--- src/rtl/pwm_drive.sv ---
// ---------------------------------------------------------------------------
// pwm_drive
//
// Converts the 4-bit duty-cycle step value from the animation ramp generator
// into a glitch-free PWM waveform for an LED pad. A PWM period is STEPS slots
// of SLOT_CLKS clocks each, so it is P = SLOT_CLKS * STEPS clocks long. The
// requested duty is sampled only at period boundaries. This means a change in
// the middle of a period never shortens or splits a pulse that is in
// progress.
//
// Parameters:
//   SLOT_CLKS  clocks per slot (>= 1)
//   STEPS      slots per period, also the full-scale duty value (1..15)
//   INVERT     1 = active-low pad; also inverts the idle/reset level
//
// Ports:
//   clk_i           single clock, rising edge
//   rst_ni          asynchronous active-low reset
//   en_i            run enable, level-sensitive
//   duty_cycle_i    requested on-slots per period (saturates to STEPS)
//   pwm_o           registered PWM output
//   period_done_o   registered one-cycle strobe in the last clock of a period
//   active_duty_o   duty value in force for the current period
// ---------------------------------------------------------------------------
module pwm_drive #(
    parameter int SLOT_CLKS = 20,
    parameter int STEPS     = 10,
    parameter bit INVERT    = 1'b0
) (
    input  logic       clk_i,
    input  logic       rst_ni,
    input  logic       en_i,
    input  logic [3:0] duty_cycle_i,
    output logic       pwm_o,
    output logic       period_done_o,
    output logic [3:0] active_duty_o
);

    // A single-clock slot still needs a one-bit counter, so that the
    // register and its compare constant stay well formed.
    localparam int                SLOT_W    = (SLOT_CLKS > 1) ? $clog2(SLOT_CLKS) : 1;
    localparam logic [SLOT_W-1:0] SLOT_LAST = SLOT_W'(SLOT_CLKS - 1);
    localparam logic [3:0]        STEP_LAST = 4'(STEPS - 1);
    localparam logic [3:0]        STEPS_L   = 4'(STEPS);

    typedef enum logic {
        IDLE = 1'b0,
        RUN  = 1'b1
    } state_e;

    state_e              state_q, state_d;
    logic [SLOT_W-1:0]   slot_q,  slot_d;
    logic [3:0]          step_q,  step_d;
    logic [3:0]          duty_q,  duty_d;
    logic                pwm_q,   pwm_d;
    logic                done_q,  done_d;

    logic [3:0]          duty_sat;
    logic                slot_wrap;
    logic                period_wrap;

    // Clamp requests above full scale, so that the compare below never sees
    // a duty that is larger than the number of slots.
    always_comb begin
        duty_sat = (duty_cycle_i > STEPS_L) ? STEPS_L : duty_cycle_i;
    end

    // Wrap detection on the current cycle's counter values. period_wrap is
    // true during period cycle P-1. The edge that ends this cycle is the only
    // point where a new duty is accepted while the block runs.
    always_comb begin
        slot_wrap   = (slot_q == SLOT_LAST);
        period_wrap = slot_wrap && (step_q == STEP_LAST);
    end

    // Next-state logic. Every register defaults to its idle value. Leaving
    // RUN therefore needs no extra code: the partial pulse is simply
    // dropped. The pwm and period_done outputs are computed from the
    // *next* counter and duty values. The registered outputs then line up
    // with the counters of the cycle they describe, and this holds at a
    // period boundary too, so a full-scale duty shows no gap.
    always_comb begin
        state_d = state_q;
        slot_d  = '0;
        step_d  = '0;
        duty_d  = '0;
        pwm_d   = INVERT;
        done_d  = 1'b0;

        case (state_q)
            IDLE: begin
                if (en_i) begin
                    state_d = RUN;
                    duty_d  = duty_sat;
                end
            end
            RUN: begin
                if (!en_i) begin
                    state_d = IDLE;
                end else begin
                    slot_d = slot_wrap ? '0 : slot_q + SLOT_W'(1);
                    if (slot_wrap) begin
                        step_d = (step_q == STEP_LAST) ? 4'd0 : step_q + 4'd1;
                    end else begin
                        step_d = step_q;
                    end
                    duty_d = period_wrap ? duty_sat : duty_q;
                end
            end
            default: begin
                state_d = IDLE;
            end
        endcase

        if (state_d == RUN) begin
            pwm_d  = (step_d < duty_d) ^ INVERT;
            done_d = (slot_d == SLOT_LAST) && (step_d == STEP_LAST);
        end
    end

    // State and datapath registers. The reset forces the idle values at
    // once, also in the middle of a pulse, without waiting for a clock edge.
    always_ff @(posedge clk_i or negedge rst_ni) begin
        if (!rst_ni) begin
            state_q <= IDLE;
            slot_q  <= '0;
            step_q  <= '0;
            duty_q  <= '0;
            pwm_q   <= INVERT;
            done_q  <= 1'b0;
        end else begin
            state_q <= state_d;
            slot_q  <= slot_d;
            step_q  <= step_d;
            duty_q  <= duty_d;
            pwm_q   <= pwm_d;
            done_q  <= done_d;
        end
    end

    assign pwm_o         = pwm_q;
    assign period_done_o = done_q;
    assign active_duty_o = duty_q;

endmodule

--- config.mk ---
export PLATFORM = sky130hd
export DESIGN_NAME = pwm_drive
export DESIGN_NICKNAME = d
export VERILOG_FILES = /design/src/rtl/pwm_drive.sv
export SDC_FILE = /design/constraint.sdc
export NUM_CORES = 1
export LEC_CHECK = 0
export CAP_MARGIN = 20
export CORE_ASPECT_RATIO = 1.25
export CORE_MARGIN = 8
export CORE_UTILIZATION = 45
export CTS_CLUSTER_SIZE = 28
export DETAILED_ROUTE_END_ITERATION = 7
export PLACE_DENSITY = 0.68
export SYNTH_ARGS = -nofsm -noshare
export SYNTH_HDL_FRONTEND = slang
export SYNTH_SLANG_ARGS = --single-unit
--- constraint.sdc ---
create_clock -name clk_i -period 3.85 [get_ports clk_i]
set_clock_uncertainty 0.2 [all_clocks]
set_input_delay 1.155 -clock clk_i [delete_from_list [all_inputs] [get_ports clk_i]]
set_output_delay 1.155 -clock clk_i [all_outputs]
set_load 0.1 [all_outputs]
==> impl_metrics.sql <==
INSERT INTO impl_metrics (metric_group, metric, value, unit) VALUES
('run', 'cap_violations', '0', ''),
('layout', 'finalInstanceArea', '0.00106', 'mm²'),
('cts', 'cts_repair_resize_count', '0', ''),
('timing', 'min_period_over_period', '76.6', '%'),
('grt', 'grt_overflow_total', '0', ''),
('layout', 'post_route_cells_drive_above_1_share', '12.0', '%'),
('floorplanning', 'io_pins', '13', ''),
('pwr', 'vdd_ir_drop_max', '236', 'µV'),
('routing', 'viasPerCell', '5.80', ''),
('yosys', 'number_of_instances_in_the_synthesized_netlist', '94', ''),
('cts', 'clock_latency_reported_for_the_late_side_of_the_worst_skew_pair', '280', 'ps'),
('worst_hold_path', 'hp_class', 'register to register', ''),
('floorplanning', 'chipHeight', '66.3', 'µm'),
('yosys', 'count_of_state_elements_after_synthesis', '16', ''),
('floorplanning', 'std_cell_rows', '18', ''),
('cts', 'htree_num_levels', '1', ''),
('routing', 'route.final.wire_length', '1760', 'µm'),
('timing', 'hold-worst-slack', '291', 'ps'),
('timing', 'slew_viol_final', '0', ''),
('timing', 'setup_violators_final', '0', ''),
('routing', 'antenna_violating_nets_left', '0', ''),
('placement', 'detailed_place_hpwl', '1350', 'µm'),
('critical_path', 'cp.required', '3880', 'ps'),
('floorplanning', 'die-width', '56.2', 'µm'),
('yosys', 'netlist-cell-type-count', '34', ''),
('yosys', 'synth_commonest_cells', 'sky130_fd_sc_hd__dfrtp_1, sky130_fd_sc_hd__nor2_1', ''),
('layout', 'post-route-util', '55.0', '%'),
('run_status', 'run_status', 'completed', ''),
('cts', 'tritoncts.num_buffers', '3', ''),
('cts', 'cts.repair_timing.setup_buffer_count', '0', ''),
('routing', 'vias', '742', ''),
('yosys', 'netlist.top_cell.by_area', 'sky130_fd_sc_hd__dfrtp_1', ''),
('pwr', 'total_leakage_power', '0.472', 'nW'),
('yosys', 'synth.cell_area', '911', 'µm²'),
('timing', 'achievable-frequency', '339', 'MHz'),
('cts', 'cts_hold_buffers_added', '0', ''),
('placement', 'port_buffer_cells', '12', ''),
('grt', 'grt_start_max_net_pins', '17', ''),
('yosys', 'synthFlopType', 'sky130_fd_sc_hd__dfrtp_1', ''),
('cts', 'numClockSinks', '16', ''),
('yosys', 'synth-async-reset-ratio', '100', '%'),
('yosys', 'yosysWarnings', '0', ''),
('grt', 'grt_pass1_vias', '746', ''),
('yosys', 'synth_enable_flop_cells', '0', ''),
('floorplanning', 'design.die.area', '0.00373', 'mm²'),
('yosys', 'syn-mean-instance-area', '9.69', 'µm²'),
('yosys', 'seq_area_frac_synth', '44.0', '%'),
('timing', 'minimum_clock_period', '2950', 'ps'),
('yosys', 'syn_nets', '105', ''),
('cts', 'cts_tree', 'yes', ''),
('yosys', 'netlist_top_cells_area', 'sky130_fd_sc_hd__dfrtp_1, sky130_fd_sc_hd__ha_1, sky130_fd_sc_hd__nor2_1, sky130_fd_sc_hd__a21oi_1, sky130_fd_sc_hd__mux2i_1', ''),
('timing', 'finalSetupTns', '0', 'ps'),
('critical_path', 'startpoint_type', 'input pin', ''),
('routing', 'detail_route.first_pass.iterations', '4', ''),
('grt', 'initial_antenna_violation_count', '0', ''),
('critical_path', 'max_fo_critical_path', '11', ''),
('cts', 'clk_pin_slew_worst_paths', '90', 'ps'),
('routing', 'detail_route.drc_violations', '0', ''),
('layout', 'final_nets', '120', ''),
('placement', 'placement.cell_area', '0.00103', 'mm²'),
('grt', 'grt_pass1_wl', '3170', 'µm'),
('yosys', 'post-synth-top-area-fraction', '44.0', '%'),
('critical_path', 'timing.critical_path.arrival', '2970', 'ps'),
('timing', 'finalHoldViolations', '0', ''),
('cts', 'cts_buffer_depth', '2', ''),
('floorplanning', 'core_region_area', '0.00194', 'mm²'),
('placement', 'routabilityCongestion', '0.821', ''),
('timing', 'worstMarginPinSlew', '721', 'ps'),
('floorplanning', 'floorplan.initialDensity', '47.0', '%'),
('timing', 'rsz0062_at_grt', 'false', ''),
('yosys', 'synthMostInstantiatedCell', 'sky130_fd_sc_hd__dfrtp_1', ''),
('pwr', 'power_density', '322', 'mW/mm²'),
('critical_path', 'setup.worst_path.end_class', 'register', ''),
('layout', 'antenna_cells', '0', ''),
('layout', 'areaGrowthSynthToFinish', '16.9', '%'),
('timing', 'relative_max_transition_margin', '51.8', '%'),
('routing', 'wl_per_cell', '13.7', 'µm'),
('cts', 'clock-root-buffer', 'sky130_fd_sc_hd__clkbuf_4', ''),
('grt', 'grtUsageTotal', '10.4', '%'),
('pwr', 'post-layout-total-power', '0.000343', 'W'),
('routing', 'first_iter_violations', '9', ''),
('critical_path', 'critical_path_class', 'input pin to register', '');
## final timing paths
path,end,depth (start not counted),start,slack (ps)
min,slot_q[0]$_DFF_PN0_,1,slot_q[0]$_DFF_PN0_,290
min reg2reg,slot_q[0]$_DFF_PN0_,1,slot_q[0]$_DFF_PN0_,290
min in group asynchronous,slot_q[4]$_DFF_PN0_,1,rst_ni,1100
max,pwm_o$_DFF_PN0_,7,en_i,900
max in group asynchronous,state_q$_DFF_PN0_,1,rst_ni,1900
max reg2reg,pwm_o$_DFF_PN0_,9,slot_q[0]$_DFF_PN0_,1070
## flip-flops by register name (all words and copies together) (netlist names)
| name | count |
|---|---|
| slot_q | 5 |
| step_q | 4 |
| active_duty_o | 4 |
| pwm_o | 1 |
| state_q | 1 |
| period_done_o | 1 |
## where the power goes
group,switching [W],leakage [nW],internal [W]
combinational,0.0000411,0.234,0.0000182
sequential,0.00000289,0.217,0.000173
clock,0.0000510,0.0210,0.0000574
## kinds of logic after synthesis
family | synth area share (%)
AND/OR/NAND/NOR | 22.8
flip-flops | 44.0
adder cells (fa/ha/maj) | 5.49
multiplexers | 4.81
buffers and inverters | 4.67
XOR/XNOR | 2.89
AO/OA/AOI/OAI | 15.4
## critical path, stage by stage
cell                              delay [ps]
sky130_fd_sc_hd__clkdlybuf4s50_1         480
sky130_fd_sc_hd__nand2_1                 220
sky130_fd_sc_hd__a21oi_1                 250
sky130_fd_sc_hd__ha_1                    270
sky130_fd_sc_hd__a211oi_1                300
sky130_fd_sc_hd__o21ai_0                 120
sky130_fd_sc_hd__a21bo_1                 180
## cell usage in the layout, fill, tap and decap left out
cell type                         instances
sky130_fd_sc_hd__a211oi_1                 1
sky130_fd_sc_hd__a21bo_1                  1
sky130_fd_sc_hd__a21oi_1                  6
sky130_fd_sc_hd__a22oi_1                  1
sky130_fd_sc_hd__a311oi_1                 1
sky130_fd_sc_hd__a41o_1                   1
sky130_fd_sc_hd__and2_1                   1
sky130_fd_sc_hd__and3_1                   1
sky130_fd_sc_hd__and4bb_4                 1
sky130_fd_sc_hd__buf_4                    7
sky130_fd_sc_hd__clkbuf_4                 3
sky130_fd_sc_hd__clkbuf_8                 1
sky130_fd_sc_hd__clkdlybuf4s50_1          6
sky130_fd_sc_hd__dfrtp_1                 16
sky130_fd_sc_hd__ha_1                     4
sky130_fd_sc_hd__inv_1                    6
sky130_fd_sc_hd__mux2i_1                  3
sky130_fd_sc_hd__mux2i_2                  1
sky130_fd_sc_hd__nand2_1                  6
sky130_fd_sc_hd__nand2b_1                 4
sky130_fd_sc_hd__nand3_1                  5
sky130_fd_sc_hd__nand4bb_1                1
sky130_fd_sc_hd__nor2_1                   9
sky130_fd_sc_hd__nor2b_1                  3
sky130_fd_sc_hd__nor3_1                   2
sky130_fd_sc_hd__nor4_1                   1
sky130_fd_sc_hd__nor4b_1                  1
sky130_fd_sc_hd__o2111ai_1                1
sky130_fd_sc_hd__o211a_1                  2
sky130_fd_sc_hd__o211ai_1                 1
sky130_fd_sc_hd__o21ai_0                  6
sky130_fd_sc_hd__or2b_1                   1
sky130_fd_sc_hd__or4b_1                   1
sky130_fd_sc_hd__xnor2_1                  2
sky130_fd_sc_hd__xor2_1                   1
## area by class of cell
class                           instances  area, µm²
Timing Repair Buffer                   13        113
Tap cell                               20       25.0
Inverter                                6       22.5
Clock buffer                            4       36.3
Multi-Input combinational cell         69        468
Fill cell                             175        872
Sequential cell                        16        400
## per-stage QoR
stage,worst slack [ps],cells
floorplan,1020,94
global placement,671,124
detailed placement,589,124
CTS,879,128
global route,737,128
finish,902,128
## layer usage
| layer | vias to the layer above | track usage, % | wire [µm] |
|---|---|---|---|
| li1 | 368 | - | - |
| met1 | 351 | 11.8 | 776 |
| met2 | 19 | 17.9 | 888 |
| met3 | 4 | 2.50 | 61 |
| met4 | 0 | 4.52 | 29 |
| met5 | - | 0 | 0 |
Note: power is estimated with default switching activity, not from simulation.
